## src/rtl/trdb_reg_multi.sv

```systemverilog
// rtl/trdb_reg_multi.sv - trace debugger control/status registers with NUM_RANGES comparators and software-dump FIFO
// Optional: define TRDB_REG_CLOCK_GATING_EN to clock non-CTRL/non-FIFO registers through a pulp_clock_gating cell (adds test_mode_i).
module trdb_reg_multi #(
    parameter int unsigned APB_ADDR_WIDTH = 12,
    parameter int unsigned XLEN           = 32,
    parameter int unsigned NUM_RANGES     = 4,
    parameter int unsigned SW_FIFO_DEPTH  = 4
) (
    input  logic                         clk_i,
    input  logic                         rst_ni,
`ifdef TRDB_REG_CLOCK_GATING_EN
    input  logic                         test_mode_i,
`endif
    output logic [31:0]                  per_rdata_o,
    output logic                         per_ready_o,
    input  logic [31:0]                  per_wdata_i,
    input  logic [APB_ADDR_WIDTH-1:0]    per_addr_i,
    input  logic                         per_we_i,
    input  logic                         per_valid_i,
    output logic                         flush_stream_o,
    input  logic                         flush_confirm_i,
    output logic                         clear_fifo_o,
    output logic                         trace_enable_o,
    output logic                         trace_activated_o,
    output logic                         trace_full_addr_o,
    input  logic                         trace_req_deactivate_i,
    output logic                         apply_filters_o,
    output logic                         trace_selected_priv_o,
    output logic [1:0]                   trace_which_priv_o,
    output logic                         trace_range_event_o,
    output logic                         trace_stop_event_o,
    output logic [NUM_RANGES-1:0]        range_en_o,
    output logic [NUM_RANGES*XLEN-1:0]   range_lower_o,
    output logic [NUM_RANGES*XLEN-1:0]   range_higher_o,
    input  logic                         trace_qualified_i,
    input  logic                         trace_priv_match_i,
    input  logic [NUM_RANGES-1:0]        trace_range_match_i,
    input  logic                         trace_fifo_overflow_i,
    input  logic                         external_fifo_overflow_i,
    output logic [XLEN-1:0]              sw_word_o,
    output logic                         sw_valid_o,
    input  logic                         sw_grant_i,
    output logic                         tu_req_o
);

    localparam int unsigned FIFO_AW = (SW_FIFO_DEPTH > 1) ? $clog2(SW_FIFO_DEPTH) : 1;
    localparam int unsigned FIFO_CW = FIFO_AW + 1;
    localparam logic [FIFO_CW-1:0] FIFO_FULL_LVL = FIFO_CW'(SW_FIFO_DEPTH);

    localparam logic [7:0] ADDR_CTRL       = 8'h00;
    localparam logic [7:0] ADDR_STATUS     = 8'h04;
    localparam logic [7:0] ADDR_FILTER     = 8'h08;
    localparam logic [7:0] ADDR_DUMP       = 8'h0C;
    localparam logic [7:0] ADDR_DUMP_TIME  = 8'h10;
    localparam logic [7:0] ADDR_SWF_STAT   = 8'h14;
    localparam logic [7:0] ADDR_RANGE_BASE = 8'h40;

    localparam int unsigned CTRL_ENABLE    = 0;
    localparam int unsigned CTRL_ACTIVATED = 1;
    localparam int unsigned CTRL_CLEAR     = 2;
    localparam int unsigned CTRL_FLUSH     = 3;
    localparam int unsigned CTRL_FULL_ADDR = 4;

    // register state
    logic [4:0]            ctrl_q;
    logic [5:0]            filter_q;
    logic [NUM_RANGES-1:0] range_en_q;
    logic [XLEN-1:0]       lower_q  [NUM_RANGES];
    logic [XLEN-1:0]       higher_q [NUM_RANGES];
    logic                  qualified_q;
    logic                  priv_match_q;
    logic [NUM_RANGES-1:0] range_match_q;
    logic                  sticky_trace_ovf_q;
    logic                  sticky_ext_ovf_q;
    logic                  sticky_sw_drop_q;

    // software FIFO state
    logic [XLEN-1:0]       fifo_mem_q [SW_FIFO_DEPTH];
    logic [FIFO_AW-1:0]    wptr_q;
    logic [FIFO_AW-1:0]    rptr_q;
    logic [FIFO_CW-1:0]    count_q;
    logic [7:0]            drop_cnt_q;
    logic                  tu_req_q;

    logic                  reg_clk;

`ifdef TRDB_REG_CLOCK_GATING_EN
    pulp_clock_gating i_reg_clk_gate (
        .clk_i     (clk_i),
        .en_i      (ctrl_q[CTRL_ENABLE]),
        .test_en_i (test_mode_i),
        .clk_o     (reg_clk)
    );
`else
    assign reg_clk = clk_i;
`endif

    // access decode
    logic [7:0] addr;
    logic       wr;
    logic       rd;
    logic [7:0] range_off;
    logic       range_space;
    logic       wr_ctrl;
    logic       wr_status;
    logic       wr_filter;
    logic       wr_swf_stat;
    logic       push_req;
    logic       push_is_timed;

    assign addr          = per_addr_i[7:0];
    assign wr            = per_valid_i & per_we_i;
    assign rd            = per_valid_i & ~per_we_i;
    assign range_off     = addr - ADDR_RANGE_BASE;
    assign range_space   = (addr >= ADDR_RANGE_BASE) && (range_off[1:0] == 2'b00);
    assign wr_ctrl       = wr && (addr == ADDR_CTRL);
    assign wr_status     = wr && (addr == ADDR_STATUS);
    assign wr_filter     = wr && (addr == ADDR_FILTER);
    assign wr_swf_stat   = wr && (addr == ADDR_SWF_STAT);
    assign push_is_timed = (addr == ADDR_DUMP_TIME);
    assign push_req      = wr && ((addr == ADDR_DUMP) || push_is_timed);

    logic unused_addr_bits;
    assign unused_addr_bits = ^per_addr_i[APB_ADDR_WIDTH-1:8];

    // FIFO handshake; CLEAR_FIFO overrides pushes, pops and drops for its cycle
    logic fifo_clear;
    logic fifo_full;
    logic fifo_empty;
    logic pop;
    logic push_ok;
    logic sw_drop;

    assign fifo_clear = ctrl_q[CTRL_CLEAR];
    assign fifo_full  = (count_q == FIFO_FULL_LVL);
    assign fifo_empty = (count_q == '0);
    assign pop        = sw_grant_i & ~fifo_empty & ~fifo_clear;
    assign push_ok    = push_req & ~fifo_clear & (~fifo_full | pop);
    assign sw_drop    = push_req & ~fifo_clear & fifo_full & ~pop;

    // CTRL: clear pulse self-clears, flush confirm and hardware deactivation override software writes
    always_ff @(posedge clk_i or negedge rst_ni) begin
        if (!rst_ni) begin
            ctrl_q <= '0;
        end else begin
            if (wr_ctrl) begin
                ctrl_q[CTRL_ENABLE]    <= per_wdata_i[0];
                ctrl_q[CTRL_ACTIVATED] <= per_wdata_i[1];
                ctrl_q[CTRL_FLUSH]     <= per_wdata_i[3];
                ctrl_q[CTRL_FULL_ADDR] <= per_wdata_i[4];
            end
            ctrl_q[CTRL_CLEAR] <= wr_ctrl & per_wdata_i[2] & ~ctrl_q[CTRL_CLEAR];
            if (trace_req_deactivate_i) begin
                ctrl_q[CTRL_ACTIVATED] <= 1'b0;
            end
            if (flush_confirm_i) begin
                ctrl_q[CTRL_FLUSH] <= 1'b0;
            end
        end
    end

    // FILTER register
    always_ff @(posedge reg_clk or negedge rst_ni) begin
        if (!rst_ni) begin
            filter_q   <= '0;
            range_en_q <= '0;
        end else if (wr_filter) begin
            filter_q   <= per_wdata_i[5:0];
            range_en_q <= per_wdata_i[8 +: NUM_RANGES];
        end
    end

    // range bounds, write-only
    always_ff @(posedge reg_clk or negedge rst_ni) begin
        if (!rst_ni) begin
            for (int i = 0; i < NUM_RANGES; i++) begin
                lower_q[i]  <= '0;
                higher_q[i] <= '0;
            end
        end else if (wr && range_space) begin
            for (int i = 0; i < NUM_RANGES; i++) begin
                if (range_off[7:3] == 5'(i)) begin
                    if (range_off[2]) begin
                        higher_q[i] <= XLEN'(per_wdata_i);
                    end else begin
                        lower_q[i] <= XLEN'(per_wdata_i);
                    end
                end
            end
        end
    end

    // STATUS: live bits resampled every cycle, sticky bits cleared by writing 1 unless set that cycle
    always_ff @(posedge reg_clk or negedge rst_ni) begin
        if (!rst_ni) begin
            qualified_q        <= 1'b0;
            priv_match_q       <= 1'b0;
            range_match_q      <= '0;
            sticky_trace_ovf_q <= 1'b0;
            sticky_ext_ovf_q   <= 1'b0;
            sticky_sw_drop_q   <= 1'b0;
        end else begin
            qualified_q        <= trace_qualified_i;
            priv_match_q       <= trace_priv_match_i;
            range_match_q      <= trace_range_match_i;
            sticky_trace_ovf_q <= trace_fifo_overflow_i
                                  | (sticky_trace_ovf_q & ~(wr_status & per_wdata_i[2]));
            sticky_ext_ovf_q   <= external_fifo_overflow_i
                                  | (sticky_ext_ovf_q & ~(wr_status & per_wdata_i[3]));
            sticky_sw_drop_q   <= sw_drop
                                  | (sticky_sw_drop_q & ~(wr_status & per_wdata_i[4]));
        end
    end

    // software-dump FIFO storage and pointers
    always_ff @(posedge clk_i or negedge rst_ni) begin
        if (!rst_ni) begin
            for (int i = 0; i < SW_FIFO_DEPTH; i++) begin
                fifo_mem_q[i] <= '0;
            end
            wptr_q  <= '0;
            rptr_q  <= '0;
            count_q <= '0;
        end else if (fifo_clear) begin
            wptr_q  <= '0;
            rptr_q  <= '0;
            count_q <= '0;
        end else begin
            if (push_ok) begin
                fifo_mem_q[wptr_q] <= XLEN'(per_wdata_i);
                wptr_q             <= wptr_q + 1'b1;
            end
            if (pop) begin
                rptr_q <= rptr_q + 1'b1;
            end
            case ({push_ok, pop})
                2'b10:   count_q <= count_q + 1'b1;
                2'b01:   count_q <= count_q - 1'b1;
                default: count_q <= count_q;
            endcase
        end
    end

    // drop accounting and timer request pulse
    always_ff @(posedge clk_i or negedge rst_ni) begin
        if (!rst_ni) begin
            drop_cnt_q <= '0;
            tu_req_q   <= 1'b0;
        end else begin
            if (wr_swf_stat) begin
                drop_cnt_q <= '0;
            end else if (sw_drop && (drop_cnt_q != 8'hFF)) begin
                drop_cnt_q <= drop_cnt_q + 8'd1;
            end
            tu_req_q <= push_ok & push_is_timed;
        end
    end

    // readback words
    logic [31:0] status_word;
    logic [31:0] filter_word;
    logic [31:0] swf_stat_word;

    // assemble STATUS, FILTER and SWF_STAT read values
    always_comb begin
        status_word                   = '0;
        status_word[0]                = qualified_q;
        status_word[1]                = priv_match_q;
        status_word[2]                = sticky_trace_ovf_q;
        status_word[3]                = sticky_ext_ovf_q;
        status_word[4]                = sticky_sw_drop_q;
        status_word[8 +: NUM_RANGES]  = range_match_q;

        filter_word                   = '0;
        filter_word[5:0]              = filter_q;
        filter_word[8 +: NUM_RANGES]  = range_en_q;

        swf_stat_word                 = '0;
        swf_stat_word[7:0]            = 8'(count_q);
        swf_stat_word[8]              = fifo_full;
        swf_stat_word[9]              = fifo_empty;
        swf_stat_word[23:16]          = drop_cnt_q;
    end

    // read mux; dump and range addresses read as zero
    always_comb begin
        per_rdata_o = '0;
        if (rd) begin
            case (addr)
                ADDR_CTRL:     per_rdata_o = {27'b0, ctrl_q};
                ADDR_STATUS:   per_rdata_o = status_word;
                ADDR_FILTER:   per_rdata_o = filter_word;
                ADDR_SWF_STAT: per_rdata_o = swf_stat_word;
                default:       per_rdata_o = '0;
            endcase
        end
    end

    assign per_ready_o           = 1'b1;
    assign trace_enable_o        = ctrl_q[CTRL_ENABLE];
    assign trace_activated_o     = ctrl_q[CTRL_ACTIVATED];
    assign clear_fifo_o          = ctrl_q[CTRL_CLEAR];
    assign flush_stream_o        = ctrl_q[CTRL_FLUSH];
    assign trace_full_addr_o     = ctrl_q[CTRL_FULL_ADDR];
    assign apply_filters_o       = filter_q[0];
    assign trace_selected_priv_o = filter_q[1];
    assign trace_which_priv_o    = filter_q[3:2];
    assign trace_range_event_o   = filter_q[4];
    assign trace_stop_event_o    = filter_q[5];
    assign range_en_o            = range_en_q;
    assign sw_word_o             = fifo_mem_q[rptr_q];
    assign sw_valid_o            = ~fifo_empty;
    assign tu_req_o              = tu_req_q;

    for (genvar g = 0; g < NUM_RANGES; g++) begin : g_range_out
        assign range_lower_o[g*XLEN +: XLEN]  = lower_q[g];
        assign range_higher_o[g*XLEN +: XLEN] = higher_q[g];
    end

endmodule

```

## config.mk

```make
export PLATFORM = sky130hd
export DESIGN_NAME = trdb_reg_multi
export DESIGN_NICKNAME = d
export VERILOG_FILES = /design/src/rtl/trdb_reg_multi.sv
export SDC_FILE = /design/constraint.sdc
export NUM_CORES = 1
export LEC_CHECK = 0
export ABC_CLOCK_PERIOD_IN_PS = 4200
export CAP_MARGIN = 20
export CORE_MARGIN = 5
export CORE_UTILIZATION = 45
export CTS_BUF_LIST = sky130_fd_sc_hd__clkbuf_4
export CTS_CLUSTER_SIZE = 30
export DETAILED_ROUTE_END_ITERATION = 10
export MAX_ROUTING_LAYER = met4
export PLACE_DENSITY = 0.72
export SYNTH_ARGS = -nofsm -noshare
export SYNTH_HDL_FRONTEND = slang
export SYNTH_SLANG_ARGS = --single-unit
```

## constraint.sdc

```tcl
create_clock -name clk_i -period 4.2 [get_ports clk_i]
set_clock_uncertainty 0.05 [all_clocks]
set_input_delay 0.84 -clock clk_i [delete_from_list [all_inputs] [get_ports clk_i]]
set_output_delay 0.84 -clock clk_i [all_outputs]
set_load 0.01 [all_outputs]
```

==> results.md <==
* Root cell of the clock tree: clkbuf_4
* Worst Setup End Kind: output pin
* Highest clock rate at 246 MHz
* Worst EP required at 3310 ps
* Clock sinks at 424
* Num CTS Buffers at 112
* Initial antenna violation count at 2
* Die Span Y at 209 µm
* Initial Util at 45.3%
* Final min period at 4060 ps
* Seq cells post-synth at 424
* Final hold viol count at 0
* Cell area power density at 375 mW/mm²
* Vias in the first global route at 12,600
* Setup crit start kind: input pin
* Yosys synthesis warning count at 0
* IO Port Bufs at 377
* Final Cell Area at ~0.024 mm²
* Internal power at 6.57 mW
* H-tree levels at 3
* Post-Place Cell Area at ~0.022 mm²
* Top cells by area, synth: dfrtp_1 59%, mux2_2 19%, mux2_4 7.1%
* Slew @ Worst Pin at between 800 and 900 ps
* Max_cap viols at 0
* Synth top cells by count: 424 x dfrtp_1, 308 x mux2_2, 85 x mux2_4, 51 x clkbuf_1, 32 x mux4_2
* Setup crit start: per_addr_i[6]
* Async SR Flop Fraction at 100%
* FP Rows at 73
* Pre-antenna DRT Iters at 4
* FILL cells at between 3,000 and 4,000
* Largest net degree at the start of global routing at 101
* Synth cell types at 57
* Min-delay worst type: flip-flop to flip-flop
* Status: completed
* Reg2Reg Launch Point: count_q[2]
* Layout net count at 1,664
* Hold Crit Start: sticky_trace_ovf_q
* Sequential power share at approximately half
* Top_reg_cell synth: dfrtp_1
* GRT overflow at 0
* Die Width at 209 µm
* Sw Pwr at 2.35 mW
* Area Overhead vs Synth at 32.9%
* Global-route wire length before repair at 76,300 µm
* Initial DRC count at approximately 470
* Max IR drop VDD at ~0.00024 V
* Mapped Area at 0.0179 mm²
* Synth top area share at a little under 60%
* I/O Pins at 397
* Routed wire length at 49,300 µm
* Area of the die at approximately 0.044 mm²
* RD Place Congestion at 0.828
* Count leader, synth: dfrtp_1
* Longest Clk Path Bufs at 3
* Final setup vio count at 0
* Period Utilization, post-route at between 90% and 100%
* CTS tree: built
* Sequential share of the synthesized area at roughly 59%
* EDFF count, synth at 0
* Cells after Synth at around 1,100
* Post-DRT Antenna Nets at 0
* Slew margin rel. at between 40 and 50%
* Clock share of power at 40.3%
* Core Area at around 0.04 mm²
* # DRC at 0
* Total power at around 9 mW
* RSZ-0062 raised after global routing: false
* All-Layer GR Usage at roughly 23%
* Share of cells above drive strength 1 at between 30% and 40%
* Leading area contributor after synthesis: dfrtp_1
* WL/cell at 22.3 µm
* Static leakage at around 12 nW
* Clock latency on the worst-skew pair at 760 ps
* Final HPWL DP at 33,600 µm
* Avg Inst Size Synth at 15.6 µm²
* Crit-path max FO at 10
* Combinational Power Share at 10.5%
* DR vias at approximately 12,000
* Arr. time, crit path at roughly 3200 ps
* CTS clk-pin slew, worst paths at roughly 70 ps
* Sw Share at between 20% and 30%
* Vias per cell at 5.24
* Setup CP Type: input pin to output pin
* Max Slew Vio Count at 0
-- per-stage QoR --
step | setup WS [ps] | cells | hold slack (ps) | utilization [%] | setup TNS (ps)
detailed placement | -15.1 | 2004 | 416 | 56.4 | -27.4
CTS | 10.3 | 2204 | 342 | 60.1 | 0
floorplan | 870 | 1162 | 400 | - | 0
global placement | -1.80 | 2004 | 410 | 56.4 | -1.80
global route | 7.91 | 2209 | 369 | 60.2 | 0
finish | 137 | 2209 | 427 | 60.2 | 0
-- power by group through the flow --
stage                     combinational, mW  sequential (mW)  clock (mW)
final                                 0.939             4.39        3.59
after global routing                   1.01             4.41        3.97
after floorplan                       0.537             4.36           0
after detailed placement              0.946             4.47           0
after CTS                             0.951             4.40        3.72
after global placement                0.933             4.47           0
-- sequential cells by signal (all words and copies together) (netlist names), 3 cells and up --
signal          cells
count_q             3
ctrl_q              5
drop_cnt_q          8
fifo_mem_q        128
filter_q            6
range_en_o          4
range_higher_o    128
range_lower_o     128
range_match_q       4
-- cells in the final DEF (no fill, tap or decap), types with 12 or more instances in the layout --
cell / netlist / layout
clkbuf_4: 0 / 163
nor2_1: 20 / 20
o21ai_0: 12 / 12
conb_1: 2 / 15
nand2_1: 19 / 15
dfrtp_1: 424 / 422
mux2_2: 308 / 308
and3_1: 14 / 14
buf_4: 16 / 36
clkdlybuf4s50_1: 0 / 374
mux4_2: 32 / 32
clkinv_1: 0 / 25
mux2_4: 85 / 85
-- final timing paths --
path | depth (start not counted) | slack, ps | to
min in group asynchronous | 2 | 670 | range_lower_o[100]
setup reg to reg | 8 | 1560 | count_q[1]
hold / removal | 1 | 430 | sticky_trace_ovf_q
max in group asynchronous | 3 | 2240 | fifo_mem_q[97]
hold reg to reg | 1 | 430 | sticky_trace_ovf_q
setup / recovery | 10 | 140 | per_rdata_o[4]
-- routing by layer --
layer  global-route usage (%)  share of wire (%)  wire length, µm
met5                        -                  0                0
met1                     29.7                 42            20800
met2                     35.5                 49            24000
met3                     6.41                6.6             3260
met4                     7.70                2.5             1220
-- cell families after synthesis --
logic type	Yosys count	share of synthesized area, %
fa+ha+maj	8	0.601
compound gates	48	1.81
xor+xnor	4	0.196
other cells	2	0.0420
buf+inv	111	3.26
flops	424	59.3
mux	433	31.0
simple gates	119	3.81
-- repair_timing --
item / CTS / global route
hold buffers: 1 / 0
hold endpoints to repair: 1 / 0
gates resized for setup: 2 / 3
setup endpoints to repair: 3 / 4
buffers inserted: 0 / 3
-- critical path: stages --
cell and delay [ps]:
clkdlybuf4s50_1 450, inv_1 100, ha_1 190, nor3b_1 190
buf_4 200, and2_1 180, o21ai_1 110, buf_4 190
nor2_1 160, clkdlybuf4s50_1 560
-- area by class of cell --
type                    instances  area (µm²)  area share [%]
multi-input cells             627        6800            28.6
well taps                     525         657            2.76
repair buffers                425        4270            18.0
clock inverters                36         200           0.841
flip-flops and latches        424       10600            44.6
clock buffers                 163        1220            5.14
inverters                       7        26.3           0.110
diodes                          2        5.00          0.0210
Note: power is estimated with default switching activity, not from simulation.
